===== src/rtl/trace_capture_ctrl_if.sv =====
// Control/status bundle for trace_capture_ctrl.
// slave: the capture controller. master: the side that drives arm/abort/triggers/data.
interface trace_capture_ctrl_if #(
    parameter int unsigned pCOUNT_WIDTH = 16
);
    logic                    I_arm;
    logic                    I_abort;
    logic                    I_trig_sel;
    logic                    I_match_trig;
    logic                    I_m3_trig;
    logic [pCOUNT_WIDTH-1:0] I_capture_len;
    logic                    I_data_valid;
    logic                    I_fifo_full;
    logic                    O_fifo_wr;
    logic                    O_arm;
    logic                    O_capturing;
    logic                    O_done;
    logic                    O_overflow;
    logic                    O_timeout;
    logic                    O_trig_out;
    logic [pCOUNT_WIDTH-1:0] O_count;

    modport master (
        output I_arm, I_abort, I_trig_sel, I_match_trig, I_m3_trig,
               I_capture_len, I_data_valid, I_fifo_full,
        input  O_fifo_wr, O_arm, O_capturing, O_done, O_overflow,
               O_timeout, O_trig_out, O_count
    );

    modport slave (
        input  I_arm, I_abort, I_trig_sel, I_match_trig, I_m3_trig,
               I_capture_len, I_data_valid, I_fifo_full,
        output O_fifo_wr, O_arm, O_capturing, O_done, O_overflow,
               O_timeout, O_trig_out, O_count
    );
endinterface


===== src/rtl/trace_capture_ctrl.sv =====
// Trace capture controller: arm, wait for a trigger edge, stream up to
// I_capture_len words into the capture FIFO (0 = unlimited), then DONE.
// Optional build macro TRIG_TIMEOUT_EN adds an ARMED-state trigger timeout
// of pTIMEOUT cycles; without it O_timeout is tied low.
module trace_capture_ctrl #(
    parameter int unsigned pCOUNT_WIDTH = 16,
    parameter int unsigned pTIMEOUT     = 1000000
) (
    input  logic                 clk,
    input  logic                 reset,
    trace_capture_ctrl_if.slave  bus
);

    typedef enum logic [1:0] {
        IDLE    = 2'd0,
        ARMED   = 2'd1,
        CAPTURE = 2'd2,
        DONE    = 2'd3
    } state_t;

    state_t                  state;
    state_t                  state_nxt;
    logic                    trig_now;
    logic                    trig_prev;
    logic                    trig_rise;
    logic                    fifo_wr;
    logic                    last_wr;
    logic                    arm_ok;
    logic                    trig_ok;
    logic                    timeout_hit;
    logic [pCOUNT_WIDTH-1:0] count;
    logic [pCOUNT_WIDTH-1:0] cap_len;
    logic                    overflow;
    logic                    trig_out;

    assign trig_now  = bus.I_trig_sel ? bus.I_m3_trig : bus.I_match_trig;
    assign trig_rise = trig_now & ~trig_prev;
    assign fifo_wr   = (state == CAPTURE) & bus.I_data_valid & ~bus.I_fifo_full;
    assign last_wr   = fifo_wr && (cap_len != '0) &&
                       (count == cap_len - pCOUNT_WIDTH'(1));

`ifdef TRIG_TIMEOUT_EN
    localparam int unsigned TIMER_W = (pTIMEOUT > 1) ? $clog2(pTIMEOUT) : 1;

    logic [TIMER_W-1:0] timer;
    logic               timeout_flag;

    // Count cycles spent in ARMED; held at zero everywhere else so entry clears it.
    always_ff @(posedge clk or posedge reset) begin
        if (reset) begin
            timer <= '0;
        end else if (state == ARMED) begin
            timer <= timer + TIMER_W'(1);
        end else begin
            timer <= '0;
        end
    end

    // A trigger edge in the expiry cycle takes precedence over the timeout.
    assign timeout_hit = (state == ARMED) && !trig_rise &&
                         (timer == TIMER_W'(pTIMEOUT - 1));

    // Sticky timeout flag, cleared by an accepted arm; abort suppresses setting it.
    always_ff @(posedge clk or posedge reset) begin
        if (reset) begin
            timeout_flag <= 1'b0;
        end else if (arm_ok) begin
            timeout_flag <= 1'b0;
        end else if (timeout_hit && !bus.I_abort) begin
            timeout_flag <= 1'b1;
        end
    end

    assign bus.O_timeout = timeout_flag;
`else
    assign timeout_hit   = 1'b0;
    assign bus.O_timeout = 1'b0;
`endif

    // State register.
    always_ff @(posedge clk or posedge reset) begin
        if (reset) begin
            state <= IDLE;
        end else begin
            state <= state_nxt;
        end
    end

    // Next-state decode; abort overrides arm, trigger and the final write.
    always_comb begin
        state_nxt = state;
        arm_ok    = 1'b0;
        trig_ok   = 1'b0;
        if (bus.I_abort) begin
            state_nxt = IDLE;
        end else begin
            case (state)
                IDLE, DONE: begin
                    if (bus.I_arm) begin
                        state_nxt = ARMED;
                        arm_ok    = 1'b1;
                    end
                end
                ARMED: begin
                    if (trig_rise) begin
                        state_nxt = CAPTURE;
                        trig_ok   = 1'b1;
                    end else if (timeout_hit) begin
                        state_nxt = IDLE;
                    end
                end
                CAPTURE: begin
                    if (last_wr) begin
                        state_nxt = DONE;
                    end
                end
                default: state_nxt = IDLE;
            endcase
        end
    end

    // Trigger history, word counter, sticky overflow and sampled capture length.
    // The write count advances even on an aborted final write, since the word is written.
    always_ff @(posedge clk or posedge reset) begin
        if (reset) begin
            trig_prev <= 1'b0;
            trig_out  <= 1'b0;
            count     <= '0;
            overflow  <= 1'b0;
            cap_len   <= '0;
        end else begin
            trig_prev <= trig_now;
            trig_out  <= trig_ok;
            if (arm_ok) begin
                count    <= '0;
                overflow <= 1'b0;
            end else begin
                if (fifo_wr && (count != '1)) begin
                    count <= count + pCOUNT_WIDTH'(1);
                end
                if ((state == CAPTURE) && bus.I_data_valid && bus.I_fifo_full) begin
                    overflow <= 1'b1;
                end
            end
            if (trig_ok) begin
                cap_len <= bus.I_capture_len;
            end
        end
    end

    assign bus.O_fifo_wr   = fifo_wr;
    assign bus.O_arm       = (state == ARMED);
    assign bus.O_capturing = (state == CAPTURE);
    assign bus.O_done      = (state == DONE);
    assign bus.O_overflow  = overflow;
    assign bus.O_trig_out  = trig_out;
    assign bus.O_count     = count;

endmodule


===== src/flat_wrapper.sv =====
// flat-port wrapper written by rule: the top's interface ports become plain ports
module trace_capture_ctrl_flat 
#(
    parameter int unsigned pCOUNT_WIDTH = 16,
    parameter int unsigned pTIMEOUT     = 1000000
)
  (clk, reset, bus_I_arm, bus_I_abort, bus_I_trig_sel, bus_I_match_trig, bus_I_m3_trig, bus_I_capture_len, bus_I_data_valid, bus_I_fifo_full, bus_O_fifo_wr, bus_O_arm, bus_O_capturing, bus_O_done, bus_O_overflow, bus_O_timeout, bus_O_trig_out, bus_O_count);
  trace_capture_ctrl_if #(.pCOUNT_WIDTH(pCOUNT_WIDTH)) bus_i ();
  input  logic clk;
  input  logic reset;
  input wire logic [$bits(bus_i.I_arm)-1:0] bus_I_arm;
  input wire logic [$bits(bus_i.I_abort)-1:0] bus_I_abort;
  input wire logic [$bits(bus_i.I_trig_sel)-1:0] bus_I_trig_sel;
  input wire logic [$bits(bus_i.I_match_trig)-1:0] bus_I_match_trig;
  input wire logic [$bits(bus_i.I_m3_trig)-1:0] bus_I_m3_trig;
  input wire logic [$bits(bus_i.I_capture_len)-1:0] bus_I_capture_len;
  input wire logic [$bits(bus_i.I_data_valid)-1:0] bus_I_data_valid;
  input wire logic [$bits(bus_i.I_fifo_full)-1:0] bus_I_fifo_full;
  output wire logic [$bits(bus_i.O_fifo_wr)-1:0] bus_O_fifo_wr;
  output wire logic [$bits(bus_i.O_arm)-1:0] bus_O_arm;
  output wire logic [$bits(bus_i.O_capturing)-1:0] bus_O_capturing;
  output wire logic [$bits(bus_i.O_done)-1:0] bus_O_done;
  output wire logic [$bits(bus_i.O_overflow)-1:0] bus_O_overflow;
  output wire logic [$bits(bus_i.O_timeout)-1:0] bus_O_timeout;
  output wire logic [$bits(bus_i.O_trig_out)-1:0] bus_O_trig_out;
  output wire logic [$bits(bus_i.O_count)-1:0] bus_O_count;
  assign bus_i.I_arm = bus_I_arm;
  assign bus_i.I_abort = bus_I_abort;
  assign bus_i.I_trig_sel = bus_I_trig_sel;
  assign bus_i.I_match_trig = bus_I_match_trig;
  assign bus_i.I_m3_trig = bus_I_m3_trig;
  assign bus_i.I_capture_len = bus_I_capture_len;
  assign bus_i.I_data_valid = bus_I_data_valid;
  assign bus_i.I_fifo_full = bus_I_fifo_full;
  assign bus_O_fifo_wr = bus_i.O_fifo_wr;
  assign bus_O_arm = bus_i.O_arm;
  assign bus_O_capturing = bus_i.O_capturing;
  assign bus_O_done = bus_i.O_done;
  assign bus_O_overflow = bus_i.O_overflow;
  assign bus_O_timeout = bus_i.O_timeout;
  assign bus_O_trig_out = bus_i.O_trig_out;
  assign bus_O_count = bus_i.O_count;
  trace_capture_ctrl #(.pCOUNT_WIDTH(pCOUNT_WIDTH), .pTIMEOUT(pTIMEOUT)) u_core (.clk(clk), .reset(reset), .bus(bus_i));
endmodule

===== config.mk =====
export PLATFORM = sky130hd
export DESIGN_NAME = trace_capture_ctrl_flat
export DESIGN_NICKNAME = d
export VERILOG_FILES = /design/src/rtl/trace_capture_ctrl_if.sv /design/src/rtl/trace_capture_ctrl.sv /design/src/flat_wrapper.sv
export SDC_FILE = /design/constraint.sdc
export NUM_CORES = 1
export LEC_CHECK = 0
export CAP_MARGIN = 20
export CORE_MARGIN = 4
export CORE_UTILIZATION = 30
export CTS_CLUSTER_SIZE = 40
export DETAILED_ROUTE_END_ITERATION = 7
export HOLD_SLACK_MARGIN = 0.12
export PLACE_DENSITY = 0.58
export SYNTH_ARGS = -nofsm -noshare
export SYNTH_HDL_FRONTEND = slang
export SYNTH_SLANG_ARGS = --single-unit

===== constraint.sdc =====
create_clock -name clk -period 2.3 [get_ports clk]
set_input_delay 0.575 -clock clk [delete_from_list [all_inputs] [get_ports clk]]
set_output_delay 0.575 -clock clk [all_outputs]
set_load 0.1 [all_outputs]

==> results by stage, run 1 <==
Floorplanning:
- The die width is 98.8 µm.
- The standard cell core area is 0.00789 mm².
- During I/O placement, the number of pins put on the boundary was 48.
- After floorplanning, the core was divided into 32 placement rows.
- The effective utilization at floorplan is 31.4%.
- The die outline area is 0.00977 mm².
- The die is 98.8 µm tall.

Clock tree:
- In this run the clock root is driven by a sky130_fd_sc_hd__clkbuf_8.
- The register clock-pin slew on the reported worst setup and hold paths is 0.07 ns.
- The worst-skew pair later-pin latency is 0.29 ns.
- In this run the deepest clock path goes through 2 buffers.
- The clock tree from TritonCTS is yes.
- The clock buffer count from CTS is 5.
- The number of hold buffers added after CTS was 0.
- The count of H-tree levels built during CTS is 2.
- The number of clock sinks seen by CTS is 37.

Critical path:
- The worst path required time is 2.51 ns.
- Among all stages on the critical path, the largest delay is contributed by sky130_fd_sc_hd__or4_4.
- The largest single stage delay on the critical path is 0.60 ns.
- STA classifies the critical path endpoint as a flop.
- The number of buffer and inverter stages on the critical path is 0.
- The cell with the most instances on the worst path is sky130_fd_sc_hd__or3_4.
- Traced cell by cell, the critical path runs through or4_4 > or3_4 > a2111oi_4 > or3_4 > a41oi_4 > nor4_1 > o21bai_1.
- Of all nets on the critical path, the largest fanout is 8.
- The element type at the critical path start is a flop.
- The gate family responsible for the most delay along the worst path is simple AND/OR/NAND/NOR gates.
- The critical path is of the flop to flop type.
- The critical path data arrival time is 2.66 ns.

Detailed routing:
- After detailed routing, the number of vias per cell comes to 5.00.
- The routed length per instance is 14.9 µm.
- The number of antenna-violating nets in the routed design is 0.
- The detailed router finished its first iteration with 63 violations.
- The routed via count is 2204.
- Summed over all layers, the routed wires come to 6.59 mm.
- Before antenna repair, the detailed router went through 4 iterations.
- After detailed routing, the number of remaining DRC violations is 0.

Synthesis:
- Summing the sequential cell areas from Yosys gives 37.4% of the chip area.
- The synthesized-area fraction occupied by xor and xnor cells is 11.7%.
- The synthesized netlist devotes 3.03% of its cell area to adder and majority cells.
- The portion of synthesized area spent on multiplexers is 5.86%.
- The area of the mapped netlist is 0.00247 mm².
- The commonest register cell after synthesis is sky130_fd_sc_hd__dfrtp_1.
- Yosys mapped a number of flops with a built-in enable equal to 0.
- The proportion of synthesized flip-flops having asynchronous set or reset is 100%.
- The flop and latch count out of synthesis is 37.
- The post-synthesis share of cell area spent on and, or, nand and nor gates is 25.5%.
- The number of nets in the synthesized netlist is 293.
- By area, the combinational part of the netlist is dominated by simple AND/OR/NAND/NOR gates.
- The Yosys warning count is 0.
- The post-synthesis average cell area is 9.45 µm².
- The gate count of the mapped netlist is 262.
- The share of the synthesized area in compound gates (AO/OA/AOI/OAI) is 11.6%.
- The count of distinct cell types in the synthesized netlist is 54.

Placed design:
- At the placement stage, the worst setup path has a slack of -0.181 ns.
- The number of port buffers is 46.
- Routability-driven placement finished with a final weighted congestion of 0.881.
- Detailed placement ended at an HPWL of 5.01 mm.
- Counting tap cells, the placed design contains a total of 431 instances.

Timing:
- The final cycle utilization of the critical path is 106%.
- The worst hold margin is 0.518 ns.
- The final count of pins violating max slew is 0.
- Setup repair after global routing could not meet its margin everywhere.
- Clock skew on the completed layout was measured at 0.00909 ns.
- Setup slack on the critical path of the routed design comes to -0.149 ns.
- The number of hold-slack violations in the final timing report is 0.
- Setup violations remaining at the end of the flow were counted as 2.
- After layout, the minimum clock period comes to 2.45 ns.
- Derived from the worst setup path, the maximum achievable clock frequency is 408 MHz.

Global route:
- The via count of the first global-routing pass came to 2255.
- The maximum number of pins on one net before global-route repair is 38.
- The overflow left after global routing is 0.
- The wire length of the first global-routing pass is 11.1 mm.
- The overall global routing resource usage is 14.0%.
- The initial antenna violation count came to 0.

Power and ir drop:
- VDD sags by at most 463 µV.
- For this design the static power due to leakage is 1.43 nW.
- For this design the ratio of total power to cell area is 988 mW/mm².

Layout:
- For this run, the post-layout net count is 369.
- The final core area utilization is 44.6%.
- In the layout the commonest cells are sky130_fd_sc_hd__buf_4 (49), sky130_fd_sc_hd__dfrtp_1 (28), sky130_fd_sc_hd__nor2_1 (26), sky130_fd_sc_hd__clkdlybuf4s50_1 (24), sky130_fd_sc_hd__xnor2_1 (19).
- The number of antenna diodes in the final layout is 0.
- Compared with the post-synthesis result, the final layout area differs by 42.1%.
- The proportion of layout cells with a drive suffix above 1 is 31.3%.
- Leaving out fill and tap cells, the most frequent cell in the layout is sky130_fd_sc_hd__buf_4.
- For this run, the number of standard cells in the final layout without fillers is 441.

Flow run:
- The total of max-cap violations is 0.

Outcome:
- The run finished, with violations left.
- The final reports fail on negative setup slack.

Hold path:
- The class of the tightest hold or removal check is flop to flop.
-- cell usage after synthesis, drive strengths merged, types with 4 or more instances --
cell type / count / area share, %
a21oi: 8 / 1.6
and4: 5 / 1.8
buf: 5 / 1.9
clkbuf: 6 / 0.91
dfrtp: 37 / 37
ha: 6 / 3.0
inv: 13 / 2.0
mux2: 12 / 5.5
nand2: 15 / 2.3
nand2b: 4 / 1.0
nand3: 13 / 2.6
nand4: 5 / 1.3
nor2: 28 / 4.2
nor3: 6 / 1.4
nor4: 10 / 3.6
o21ai: 11 / 2.2
or3: 4 / 1.0
or4: 4 / 1.5
xnor2: 20 / 7.1
xor2: 13 / 4.6
-- power by group --
group          internal [W]  total (W)  switching [W]
logic              0.000895    0.00203        0.00113
clock network      0.000210   0.000442       0.000232
registers          0.000821    0.00100       0.000181
-- kinds of logic (layout without fill, tap and decap cells) --
| logic type | after synthesis | in the layout |
|---|---|---|
| compound gates | 38 | 38 |
| mux | 13 | 13 |
| other cells | 1 | 1 |
| flops | 37 | 37 |
| simple gates | 110 | 110 |
| buf+inv | 24 | 101 |
| xor+xnor | 33 | 33 |
| fa+ha+maj | 6 | 6 |
-- state kept, by name, indices dropped and copies added (netlist names) --
name                   cells
u_core.bus.O_trig_out      1
u_core.cap_len            16
u_core.state               2
u_core.bus.O_overflow      1
u_core.bus.O_count        16
u_core.trig_prev           1
-- layout make-up --
cell class                 instances  area (µm²)
fill                             783        4370
tap                              102         128
clock inverter                     2        10.0
sequential                        37         940
timing repair buffer              80         731
clock buffer                       6        72.6
inverter                          13        48.8
multi-input combinational        201        1590
-- path summary, 6_finish.rpt --
kind	slack, ns	cells after the start	startpoint	endpoint
worst max register to register	-0.15	7	u_core.cap_len[4]	u_core.state[1]
worst min register to register	0.52	2	u_core.bus.O_overflow	u_core.bus.O_overflow
worst max-delay path	-0.15	7	u_core.cap_len[4]	u_core.state[1]
max in group asynchronous	1.24	3	reset	u_core.bus.O_count[7]
min in group asynchronous	0.69	3	reset	u_core.bus.O_overflow
worst min-delay path	0.52	2	u_core.bus.O_overflow	u_core.bus.O_overflow
-- worst register-to-register path: stages (launching register included) --
cell and delay [ns]:
sky130_fd_sc_hd__dfrtp_1 0.38, sky130_fd_sc_hd__or4_4 0.60, sky130_fd_sc_hd__or3_4 0.43, sky130_fd_sc_hd__a2111oi_4 0.29, sky130_fd_sc_hd__or3_4 0.19, sky130_fd_sc_hd__a41oi_4 0.11, sky130_fd_sc_hd__nor4_1 0.22, sky130_fd_sc_hd__o21bai_1 0.14
-- layer usage --
metal  GRT usage, %  routed length (µm)  vias up
met2           22.6                3160       38
li1               -                   -     1089
met5              0                   0        -
met3           2.90                 285        6
met1           18.9                3080     1071
met4           4.10                  65        0
-- per-stage QoR --
step | power, W | area, µm² | setup TNS (ns)
after floorplan | 0.00223 | 2530 | -0.616
after global placement | 0.00286 | 3300 | -0.194
after detailed placement | 0.00287 | 3300 | -0.289
after CTS | 0.00342 | 3450 | -0.172
after global routing | 0.00373 | 3520 | -0.339
final | 0.00347 | 3520 | -0.179
-- repair_timing --
action,4_1_cts,5_1_grt
endpoints found under the setup margin,2,2
gates resized for setup,9,10
pin swaps,4,5
setup buffers,2,0
gates cloned,0,0
Note: power is estimated with default switching activity, not from simulation.
==> run 2, diff against run 1 <==
--- a/config.mk
+++ b/config.mk
@@ -10,7 +10,9 @@
 export CORE_UTILIZATION = 30
 export CTS_CLUSTER_SIZE = 40
 export DETAILED_ROUTE_END_ITERATION = 7
+export GPL_TIMING_DRIVEN = 0
 export HOLD_SLACK_MARGIN = 0.12
+export MAX_ROUTING_LAYER = met4
 export PLACE_DENSITY = 0.58
 export SYNTH_ARGS = -nofsm -noshare
 export SYNTH_HDL_FRONTEND = slang
==> run 2 against run 1 <==
  * The run still ends with negative setup slack left
  * Final cell count is 2.7% lower
  * Total power is 1.7% lower
  * Maximum frequency is 1.5% lower
  * First-iteration DRC count is 48% higher
  * Sequential share of layout area is 1.1 points higher
  * Hold slack worse by 0.026 ns
  * Largest power group unchanged
  * Highest routed layer unchanged
  * Critical path type unchanged
  * Die area stayed put
  * Critical path depth is 2 higher
  * Sequential power is 5% higher
  * Clock-buffer cell count stayed put
  * Register-to-register slack worse by 0.04 ns
==> results by stage, run 2 (synthesis gave the netlist of run 1 again) <==
Critical path:
- The element type at the critical path start is a flop (unchanged).
- The critical path class is flop to flop (unchanged).
- The master of the slowest instance on the critical path is sky130_fd_sc_hd__or4_4 (unchanged).
- The number of buffer and inverter stages on the critical path is 2 (was 0).
- The gate family responsible for the most delay along the worst path is compound AO/OA/AOI/OAI gates (was simple AND/OR/NAND/NOR gates).
- The maximum fanout encountered on the critical timing path is 10 (was 8).
- The worst path required time is 2.51 ns (about the same).
- The longest individual stage delay on the worst path is 0.53 ns (was 0.60 ns).
- The type of destination of the critical path is a flop (unchanged).
- The critical path data arrival time is 2.70 ns (was 2.66 ns).
- Critical Path, Cell by Cell: or4_4 > buf_6 > o311a_1 > a211oi_1 > a211oi_2 > a41oi_2 > buf_4 > nand3b_1 > o211ai_1 (was or4_4 > or3_4 > a2111oi_4 > or3_4 > a41oi_4 > nor4_1 > o21bai_1).

Timing:
- The number of setup violations in the final report is 2 (unchanged).
- The relative slew slack is 35.5%.
- The final cycle utilization of the critical path is 108% (was 106%).
- The setup TNS was -0.361 ns (was -0.179 ns).
- The final count of pins violating max slew came to 0 (unchanged).
- The slew at the pin closest to its max-slew limit is 0.972 ns.
- The number of hold-slack violations in the final timing report is 0 (unchanged).
- The time the final worst path needs with I/O delays and setup is 2.49 ns (was 2.45 ns).
- The post-route worst setup slack is -0.187 ns (was -0.149 ns).
- The clock skew is 0.0115 ns (was 0.00909 ns).
- The fmax is 402 MHz (was 408 MHz).
- Setup repair after global routing missed its margin: true (unchanged).

Global route:
- The met3 layer usage reported by global route was 3.04% (was 2.90%).
- The wire length of the first global-routing pass was 10.4 mm (was 11.1 mm).
- The global routing usage on met2 is 21.6% (was 22.6%).
- The maximum number of pins on one net before global-route repair is 38 (unchanged).
- The initial antenna violation count is 0 (unchanged).
- The via count of the first global-routing pass is 2132 (was 2255).
- The peak-usage layer in the global routing report is met2 (unchanged).
- The overflow left after global routing is 0 (unchanged).
- The overall global routing resource usage is 13.5% (was 14.0%).
- The met1 routing resource usage after global routing was 17.1% (was 18.9%).

Clock tree:
- The count of H-tree levels built during CTS was 2 (unchanged).
- The worst-skew pair later-pin latency was 0.30 ns (was 0.29 ns).
- The buffer cell driving the clock tree root is sky130_fd_sc_hd__clkbuf_8 (unchanged).
- The clock tree from TritonCTS is yes (unchanged).
- The number of clock sinks seen by CTS is 37 (unchanged).
- The number of buffers inserted by hold repair at cts is 0 (unchanged).
- The number of buffers on the longest clock path is 2 (unchanged).
- The clock buffer count from CTS was 5 (unchanged).
- The register clock-pin slew on the reported worst setup and hold paths was 0.08 ns (was 0.07 ns).

Outcome:
- Violated checks: negative setup slack (unchanged).
- Result of the run: finished, violations left (unchanged).

Power and ir drop:
- The switching component of the power is 0.00149 W (was 0.00155 W).
- The leakage power was 1.36 nW (was 1.43 nW).
- The total power after layout is 0.00341 W (was 0.00347 W).
- The proportion of power drawn by the clock network is 16.9% (was 12.7%).
- The share of total power in combinational logic is 52.4% (was 58.4%).
- The worst vdd rail ir drop is 376 µV (was 463 µV).
- The fraction of power spent switching nets is 43.8% (was 44.5%).
- The fraction of power consumed by sequential logic is 30.8% (was 28.9%).
- The cell internal power dissipation is 0.00192 W (was 0.00193 W).
- The power density of the placed cells is 1010 mW/mm² (was 988 mW/mm²).

Detailed routing:
- The routed via count came to 2178 (was 2204).
- The number of search-and-repair iterations in the first detailed-routing pass came to 4 (unchanged).
- The post-detailed-routing wire length is 6.37 mm (was 6.59 mm).
- The via density per instance was 5.08 (was 5.00).
- The routed length per instance is 14.9 µm (about the same).
- The residual DRC count is 0 (unchanged).
- The violation count after the first detailed-routing iteration is 93 (was 63).
- The number of antenna-violating nets in the routed design is 0 (unchanged).

Placed design:
- The number of port buffers is 45 (was 46).
- The estimated wirelength of the detail-placed design is 4.68 mm (was 5.01 mm).
- The final RePlAce weighted congestion came to 0.898 (was 0.881).

Floorplanning:
- The die outline area was 0.00977 mm² (unchanged).
- The site row count is 32 (unchanged).
- The standard cell core area came to 0.00789 mm² (unchanged).
- The count of pins on the block boundary was 48 (unchanged).
- The effective utilization at floorplan is 31.4% (unchanged).
- The die width is 98.8 µm (unchanged).
- The height of the die is 98.8 µm (unchanged).

Layout:
- The proportion of layout cells with a drive suffix above 1 is 22.6% (was 31.3%).
- The number of nets at the end of the flow is 357 (was 369).
- The area added between synthesis and finish is 36.8% (was 42.1%).
- Leading cell types in the layout, fill and taps excluded: sky130_fd_sc_hd__nor2_1 (26), sky130_fd_sc_hd__dfrtp_1 (26), sky130_fd_sc_hd__clkdlybuf4s50_1 (23), sky130_fd_sc_hd__xnor2_1 (20), sky130_fd_sc_hd__dlygate4sd2_1 (15) (was sky130_fd_sc_hd__buf_4 (49), sky130_fd_sc_hd__dfrtp_1 (28), sky130_fd_sc_hd__nor2_1 (26), sky130_fd_sc_hd__clkdlybuf4s50_1 (24), sky130_fd_sc_hd__xnor2_1 (19)).
- The final antenna diode count is 0 (unchanged).

Flow run:
- The total of max-cap violations was 0 (unchanged).

Hold path:
- The class of the tightest hold or removal check is flop to flop (unchanged).
[run 2: changes by cell type in the layout (fill, tap and decap cells not counted), moves of 4 or more]
cell / before / now
sky130_fd_sc_hd__clkbuf_1: 1 / 5
sky130_fd_sc_hd__buf_4: 49 / 11
sky130_fd_sc_hd__dlygate4sd2_1: 0 / 15
sky130_fd_sc_hd__buf_12: 5 / 0
sky130_fd_sc_hd__buf_6: 2 / 7
[run 2: final cells by class]
class                   instances  area (µm²)
repair buffers                 57         534
clock inverters                 2        38.8
clock buffers                   6        72.6
flip-flops and latches         37         942
inverters                      13        48.8
plain buffers                  11        77.6
fillers                       765        4500
well taps                     102         128
multi-input cells             201        1540
[run 2: what timing repair did]
item / in CTS / in global routing
endpoints found under the setup margin: 44 / 6
buffers inserted: 12 / 0
resized for setup: 51 / 10
pin swaps: 8 / 4
hold endpoints to repair: 0 / 0
[run 2: power by group through the flow]
stage / registers [W] / logic [W] / clock network (W)
4_1_cts: 0.00105 / 0.00176 / 0.000586
3_5_place_dp: 0.00107 / 0.00149 / 0
3_3_place_gp: 0.00107 / 0.00147 / 0
6_report: 0.00105 / 0.00179 / 0.000575
5_1_grt: 0.00108 / 0.00194 / 0.000605
2_1_floorplan: 0.00112 / 0.00111 / 0
[run 2: routing by layer]
layer,vias to the layer above,part of all wire (%)
met5,-,0
met4,0,1.3
met3,8,3.8
met2,46,48
met1,1058,47
li1,1066,-
[run 2: worst reg2reg max path, stage by stage, from the launching register on]
cell and delay, ns:
sky130_fd_sc_hd__dfrtp_1 0.44, sky130_fd_sc_hd__or4_4 0.53, sky130_fd_sc_hd__buf_6 0.17, sky130_fd_sc_hd__o311a_1 0.34, sky130_fd_sc_hd__a211oi_1 0.29, sky130_fd_sc_hd__a211oi_2 0.11, sky130_fd_sc_hd__a41oi_2 0.22, sky130_fd_sc_hd__buf_4 0.15
sky130_fd_sc_hd__nand3b_1 0.07, sky130_fd_sc_hd__o211ai_1 0.08
[run 2: final timing paths]
check | from | cells past startpoint | end | slack [ns]
setup / recovery | u_core.cap_len[4] | 9 | u_core.state[0] | -0.19
hold / removal | u_core.bus.O_overflow | 2 | u_core.bus.O_overflow | 0.49
setup reg to reg | u_core.cap_len[4] | 9 | u_core.state[0] | -0.19
hold reg to reg | u_core.bus.O_overflow | 2 | u_core.bus.O_overflow | 0.49
max in group asynchronous | reset | 2 | u_core.bus.O_count[7] | 0.96
min in group asynchronous | reset | 2 | u_core.bus.O_count[13] | 0.75
[run 2: stage by stage]
stage	hold WS (ns)	std cells	util (%)	worst slack (ns)	cell area, µm²
2_1_floorplan	0.503	262	-	-0.250	2530
3_3_place_gp	0.486	409	39.4	-0.857	3100
3_5_place_dp	0.485	409	39.4	-0.859	3100
4_1_cts	0.498	429	42.5	-0.218	3350
5_1_grt	0.539	429	42.9	-0.280	3380
6_report	0.493	429	42.9	-0.187	3380
==> edit 1 (config.mk and constraints of run 2) <==
`pCOUNT_WIDTH` is set to 16 in 3 places; all go to 14.
--- a/src/rtl/trace_capture_ctrl_if.sv
+++ b/src/rtl/trace_capture_ctrl_if.sv
@@ -1,7 +1,7 @@
 // Control/status bundle for trace_capture_ctrl.
 // slave: the capture controller. master: the side that drives arm/abort/triggers/data.
 interface trace_capture_ctrl_if #(
-    parameter int unsigned pCOUNT_WIDTH = 16
+    parameter int unsigned pCOUNT_WIDTH = 14
 );
     logic                    I_arm;
     logic                    I_abort;
--- a/src/rtl/trace_capture_ctrl.sv
+++ b/src/rtl/trace_capture_ctrl.sv
@@ -3,7 +3,7 @@
 // Optional build macro TRIG_TIMEOUT_EN adds an ARMED-state trigger timeout
 // of pTIMEOUT cycles; without it O_timeout is tied low.
 module trace_capture_ctrl #(
-    parameter int unsigned pCOUNT_WIDTH = 16,
+    parameter int unsigned pCOUNT_WIDTH = 14,
     parameter int unsigned pTIMEOUT     = 1000000
 ) (
     input  logic                 clk,
--- a/src/flat_wrapper.sv
+++ b/src/flat_wrapper.sv
@@ -1,7 +1,7 @@
 // flat-port wrapper written by rule: the top's interface ports become plain ports
 module trace_capture_ctrl_flat 
 #(
-    parameter int unsigned pCOUNT_WIDTH = 16,
+    parameter int unsigned pCOUNT_WIDTH = 14,
     parameter int unsigned pTIMEOUT     = 1000000
 )
   (clk, reset, bus_I_arm, bus_I_abort, bus_I_trig_sel, bus_I_match_trig, bus_I_m3_trig, bus_I_capture_len, bus_I_data_valid, bus_I_fifo_full, bus_O_fifo_wr, bus_O_arm, bus_O_capturing, bus_O_done, bus_O_overflow, bus_O_timeout, bus_O_trig_out, bus_O_count);
Interface: changed (resized bus_I_capture_len and bus_O_count); port bits go from 48 to 44. No check against the original RTL was run, so the function may have changed too.
==> edit 1 against run 2 <==
- the flow still finishes with violations (setup timing)
- synthesized area decreased by 20%
- maximum frequency decreased by 5.7%
- sequential cell count decreased by 4
- total power decreased by 15%
- routed wire length decreased by 22%
- critical path type unchanged
- non-clock buffer count decreased by 14
- worst setup slack got worse by 150 ps
- final area decreased by 18%
==> edit 1: results (changes against run 2) <==
[power]
vdd_drop_max_uv=390  ; +3.6%
p_leak_nw=1.16  ; -14%

[place]
place_congestion=0.729  ; -19%
numPortBuffers=42  ; -6.7%
dp_hpwl_um=3670  ; -22%
placed_cells=322  ; -21%
place_area_mm2=0.00258  ; -17%

[run_status]
violations=setup timing
status=finished with violations

[worst_setup_path]
critPathMaxFanout=4  ; -6
critical-path-max-stage-delay_ps=580  ; +50 ps
crit-reg2reg-launch=u_core.cap_len[0]
r2r_setup_slack_ps=-340  ; -150 ps
criticalPathCategory=reg -> reg
endpoint=u_core.state[0]
r2r-end=u_core.state[0]
cp.arrival_ps=2820  ; +120 ps
r2r_cells=8  ; -1
slowest_stage=or4_4

[grt]
grt_usage=0.131  ; -0.00363
antenna_found_initial=0  ; unchanged
grt_pass1_wl_um=7780  ; -25%
grt_pass1_vias=1625  ; -24%
grt_max_degree=19  ; -50%

[layout]
num-nets-final=287  ; -20%
stdcell_count=336  ; -22%
drive_gt1_frac=0.255  ; +0.0285
nFillCells=639  ; -16%
num_antenna_cells=0  ; unchanged

[route]
vias_per_cell=4.99  ; -1.6%
totalWireLength_um=4950  ; -22%
drt_iter0_drc=69  ; -26%
dr.pass1.iters=4  ; unchanged

[sta]
fin_ws_ps=-338  ; -152 ps
hold_viol=0  ; unchanged
relSlewSlack=0.347  ; -0.00722
finClkSkew_ps=5.36  ; -6.15 ps
setup_violations=2  ; unchanged
fin_setup_tns_ps=-667  ; -306 ps

[clock_network]
h-tree-depth=2  ; unchanged
clock_latency_ps=280  ; -20 ps
clockBufferDepth=2  ; unchanged
cts.reportedPaths.clkPinSlew_ps=70
root_buffer=clkbuf_8
cts_buffers=5  ; unchanged

[hold_path]
worstHoldPathType=reg -> reg

[synth]
ys_types=43  ; -20%
syn_nets=231  ; -21%
ys_top_cells_by_area=dfrtp_1 42%, xnor2_1 7.9%, mux2_2 6.8%
ys_async_sr_fraction=1.00  ; unchanged
synth.avg_cell_area_um2=9.83  ; +4.1%
ys_top_cells_by_count=33 x dfrtp_1, 23 x nor2_1, 18 x xnor2_1, 12 x mux2_2
yosysWarnings=0  ; unchanged
yosysSeqAreaShare=0.416  ; +0.0418
synth_flop_cell=dfrtp_1

-- edit 1: cell types whose count changed in the layout (fill, tap and decap cells not counted), sizes merged, moves of 3 or more --
cell	change
buf	-8
nand2	-8
a21oi	-5
nor2	-5
nor4	-5
clkdlybuf4s15	-4
dfrtp	-4
nand3	-4
nand2b	-3
nand3b	-3
o21ai	-3
or2	-3
-- edit 1: metal layers --
metal	share of wire	GRT usage	up-vias
met1	0.46	0.169	821
met5	0	-	-
li1	-	-	824
met3	0.036	0.0249	7
met2	0.49	0.210	26
met4	0.014	0.0365	0
-- edit 1: repair_timing --
action / 4_1_cts / 5_1_grt
buffers inserted: 3 / 4
setup endpoints to repair: 27 / 3
gates resized for setup: 35 / 12
pin swaps: 4 / 8
hold buffers: 0 / 0
-- edit 1: kinds of logic after synthesis --
group,synth area share
multiplexers,0.0781
flip-flops,0.416
adder cells (fa/ha/maj),0.0378
XOR/XNOR,0.128
buffers and inverters,0.0359
AND/OR/NAND/NOR,0.225
other,0.00189
AO/OA/AOI/OAI,0.0775
-- edit 1: power breakdown --
group | switching (W) | internal (W)
clock network | 0.000207 | 0.000209
registers | 0.000257 | 0.000742
logic | 0.000847 | 0.000644
-- edit 1: final cells by class --
type                       count  share of cell area
multi-input combinational    153               0.440
inverter                      11              0.0148
timing repair buffer          50               0.172
clock inverter                 2             0.00360
tap                           77              0.0346
clock buffer                   6              0.0261
sequential                    33               0.302
buffer                         4             0.00674
-- edit 1: how the worst min path moves through the flow --
stage / cells after the start / end / slack (ps) / start
detailed placement: 2 / u_core.bus.O_overflow / 510 / u_core.bus.O_overflow
global placement: 2 / u_core.bus.O_overflow / 490 / u_core.bus.O_overflow
CTS: 2 / u_core.bus.O_overflow / 530 / u_core.bus.O_overflow
finish: 2 / u_core.bus.O_overflow / 520 / u_core.bus.O_overflow
floorplan: 1 / u_core.cap_len[12] / 530 / u_core.cap_len[12]
global route: 2 / u_core.bus.O_overflow / 560 / u_core.bus.O_overflow
-- edit 1: metrics by stage --
| step | power (W) | util | setup WS [ps] |
|---|---|---|---|
| 2_1_floorplan | 0.00201 | - | -400 |
| 3_3_place_gp | 0.00229 | 0.400 | -746 |
| 3_5_place_dp | 0.00233 | 0.405 | -755 |
| 4_1_cts | 0.00281 | 0.423 | -227 |
| 5_1_grt | 0.00311 | 0.436 | -397 |
| 6_report | 0.00291 | 0.436 | -338 |
-- edit 1: worst max-delay path, delay by kind of cell (launching register included) --
family / cells / cell delay [ps]
AO/OA/AOI/OAI: 3 / 600
flip-flops: 1 / 420
buffers and inverters: 1 / 150
AND/OR/NAND/NOR: 4 / 1370
==> edit 2 (flow settings as in run 2) <==
Made on the original files. Re-encode `state_t` (4 states) as one-hot, 4 bits wide.
--- a/src/rtl/trace_capture_ctrl.sv
+++ b/src/rtl/trace_capture_ctrl.sv
@@ -11,11 +11,11 @@
     trace_capture_ctrl_if.slave  bus
 );
 
-    typedef enum logic [1:0] {
-        IDLE    = 2'd0,
-        ARMED   = 2'd1,
-        CAPTURE = 2'd2,
-        DONE    = 2'd3
+    typedef enum logic [3:0] {
+        IDLE    = 4'b0001,
+        ARMED   = 4'b0010,
+        CAPTURE = 4'b0100,
+        DONE    = 4'b1000
     } state_t;
 
     state_t                  state;
Formal check against the unedited RTL: same outputs for any inputs over 10 cycles, from zero or initial values and one cycle with reset high; not proved beyond that.
==> edit 2 against run 2 <==
- the flow still finishes with violations (setup timing)
- synthesized area down 3.5%
- final area down 3.9%
- routed wire length down 3.5%
- global-route usage up 0.29 points
- die area down 3.3%
- sequential cell count up 2
- worst setup slack better by 110 ps
- count of clock-buffer cells in the layout up 1
- critical path type is now in -> reg
Power is not compared: it rests on default switching activity, and its combinational part moved more than twofold at a synthesized area within 25%.
==> edit 2: results (changes against run 2) <==
[worst_setup_path]
cp.arrival_ps=2570  ; -130 ps
cp_top_family=simple AND/OR/NAND/NOR gates
r2r_cells=6  ; -3

[place]
place_ws_ps=-1000  ; -143 ps
place_congestion=0.831  ; -7.5%
numPortBuffers=46  ; +2.2%
dp_hpwl_um=4450  ; -4.8%

[layout]
buf_share=0.178  ; -0.00302
nNonClkInverters=10  ; -3
num-nets-final=335  ; -6.2%
multi_input_cells=187  ; -7.0%
clock_buffers=7  ; +1
multi_input_area_share=0.442  ; -0.0141

[sta]
fin_setup_tns_ps=-107  ; +254 ps
fin_ws_ps=-81.7  ; +105 ps
setup_violations=2  ; unchanged

[grt]
use_met3=0.0323  ; +0.00187
grt_usage=0.138  ; +0.00293

[route]
drt_iter0_drc=72  ; -23%
wl_met2_um=3070  ; +0.39%
totalWireLength_um=6150  ; -3.5%

[floorplanning]
die_area_mm2=0.00945  ; -3.3%

[synth]
ys_types=56  ; +3.7%
ys_top_cells_by_area=dfrtp_1 40%, mux2_2 6.6%, xnor2_1 6.2%

[run_status]
violations=setup timing
status=finished with violations

-- edit 2: cell types whose count changed after synthesis, moves of 3 or more --
cell / change
mux2_2: +12
mux2_1: -10
nand3_1: -6
a21oi_1: -5
and4_1: -4
ha_1: -3
inv_1: -3
nand2_1: -3
nor4_1: +3
xnor2_1: -3
xor2_1: +3
-- edit 2: cells by family after synthesis --
kind of cell | count (synthesis) | share of synthesized area
compound gates | 32 | 0.0928
xor+xnor | 33 | 0.121
fa+ha+maj | 3 | 0.0157
buf+inv | 21 | 0.0393
flops | 39 | 0.409
mux | 17 | 0.0786
other cells | 1 | 0.00157
simple gates | 101 | 0.242
-- edit 2: what timing repair did --
action                                  in CTS  in global routing
cloned                                       0                  0
pin swaps                                    5                  3
resized for setup                           65                 11
endpoints found under the hold margin        0                  0
setup buffers                                7                  4
endpoints found under the setup margin      49                 28
-- edit 2: power by group through the flow --
| stage | Combinational (W) | Sequential, W | Clock (W) |
|---|---|---|---|
| after floorplan | 0.000487 | 0.000870 | 0 |
| after global placement | 0.000619 | 0.000901 | 0 |
| after detailed placement | 0.000640 | 0.000906 | 0 |
| after CTS | 0.000704 | 0.000911 | 0.000473 |
| after global routing | 0.000818 | 0.000948 | 0.000493 |
| final | 0.000736 | 0.000929 | 0.000456 |
-- edit 2: worst paths after layout --
kind / from / endpoint / slack [ps]
worst min register to register: u_core.bus.O_overflow / u_core.bus.O_overflow / 500
worst min-delay path: u_core.bus.O_overflow / u_core.bus.O_overflow / 500
worst max register to register: u_core.state[0] / u_core.state[2] / -70
max in group asynchronous: reset / u_core.bus.O_count[9] / 950
worst max-delay path: bus_I_data_valid / u_core.state[2] / -80
min in group asynchronous: reset / u_core.bus.O_count[6] / 770
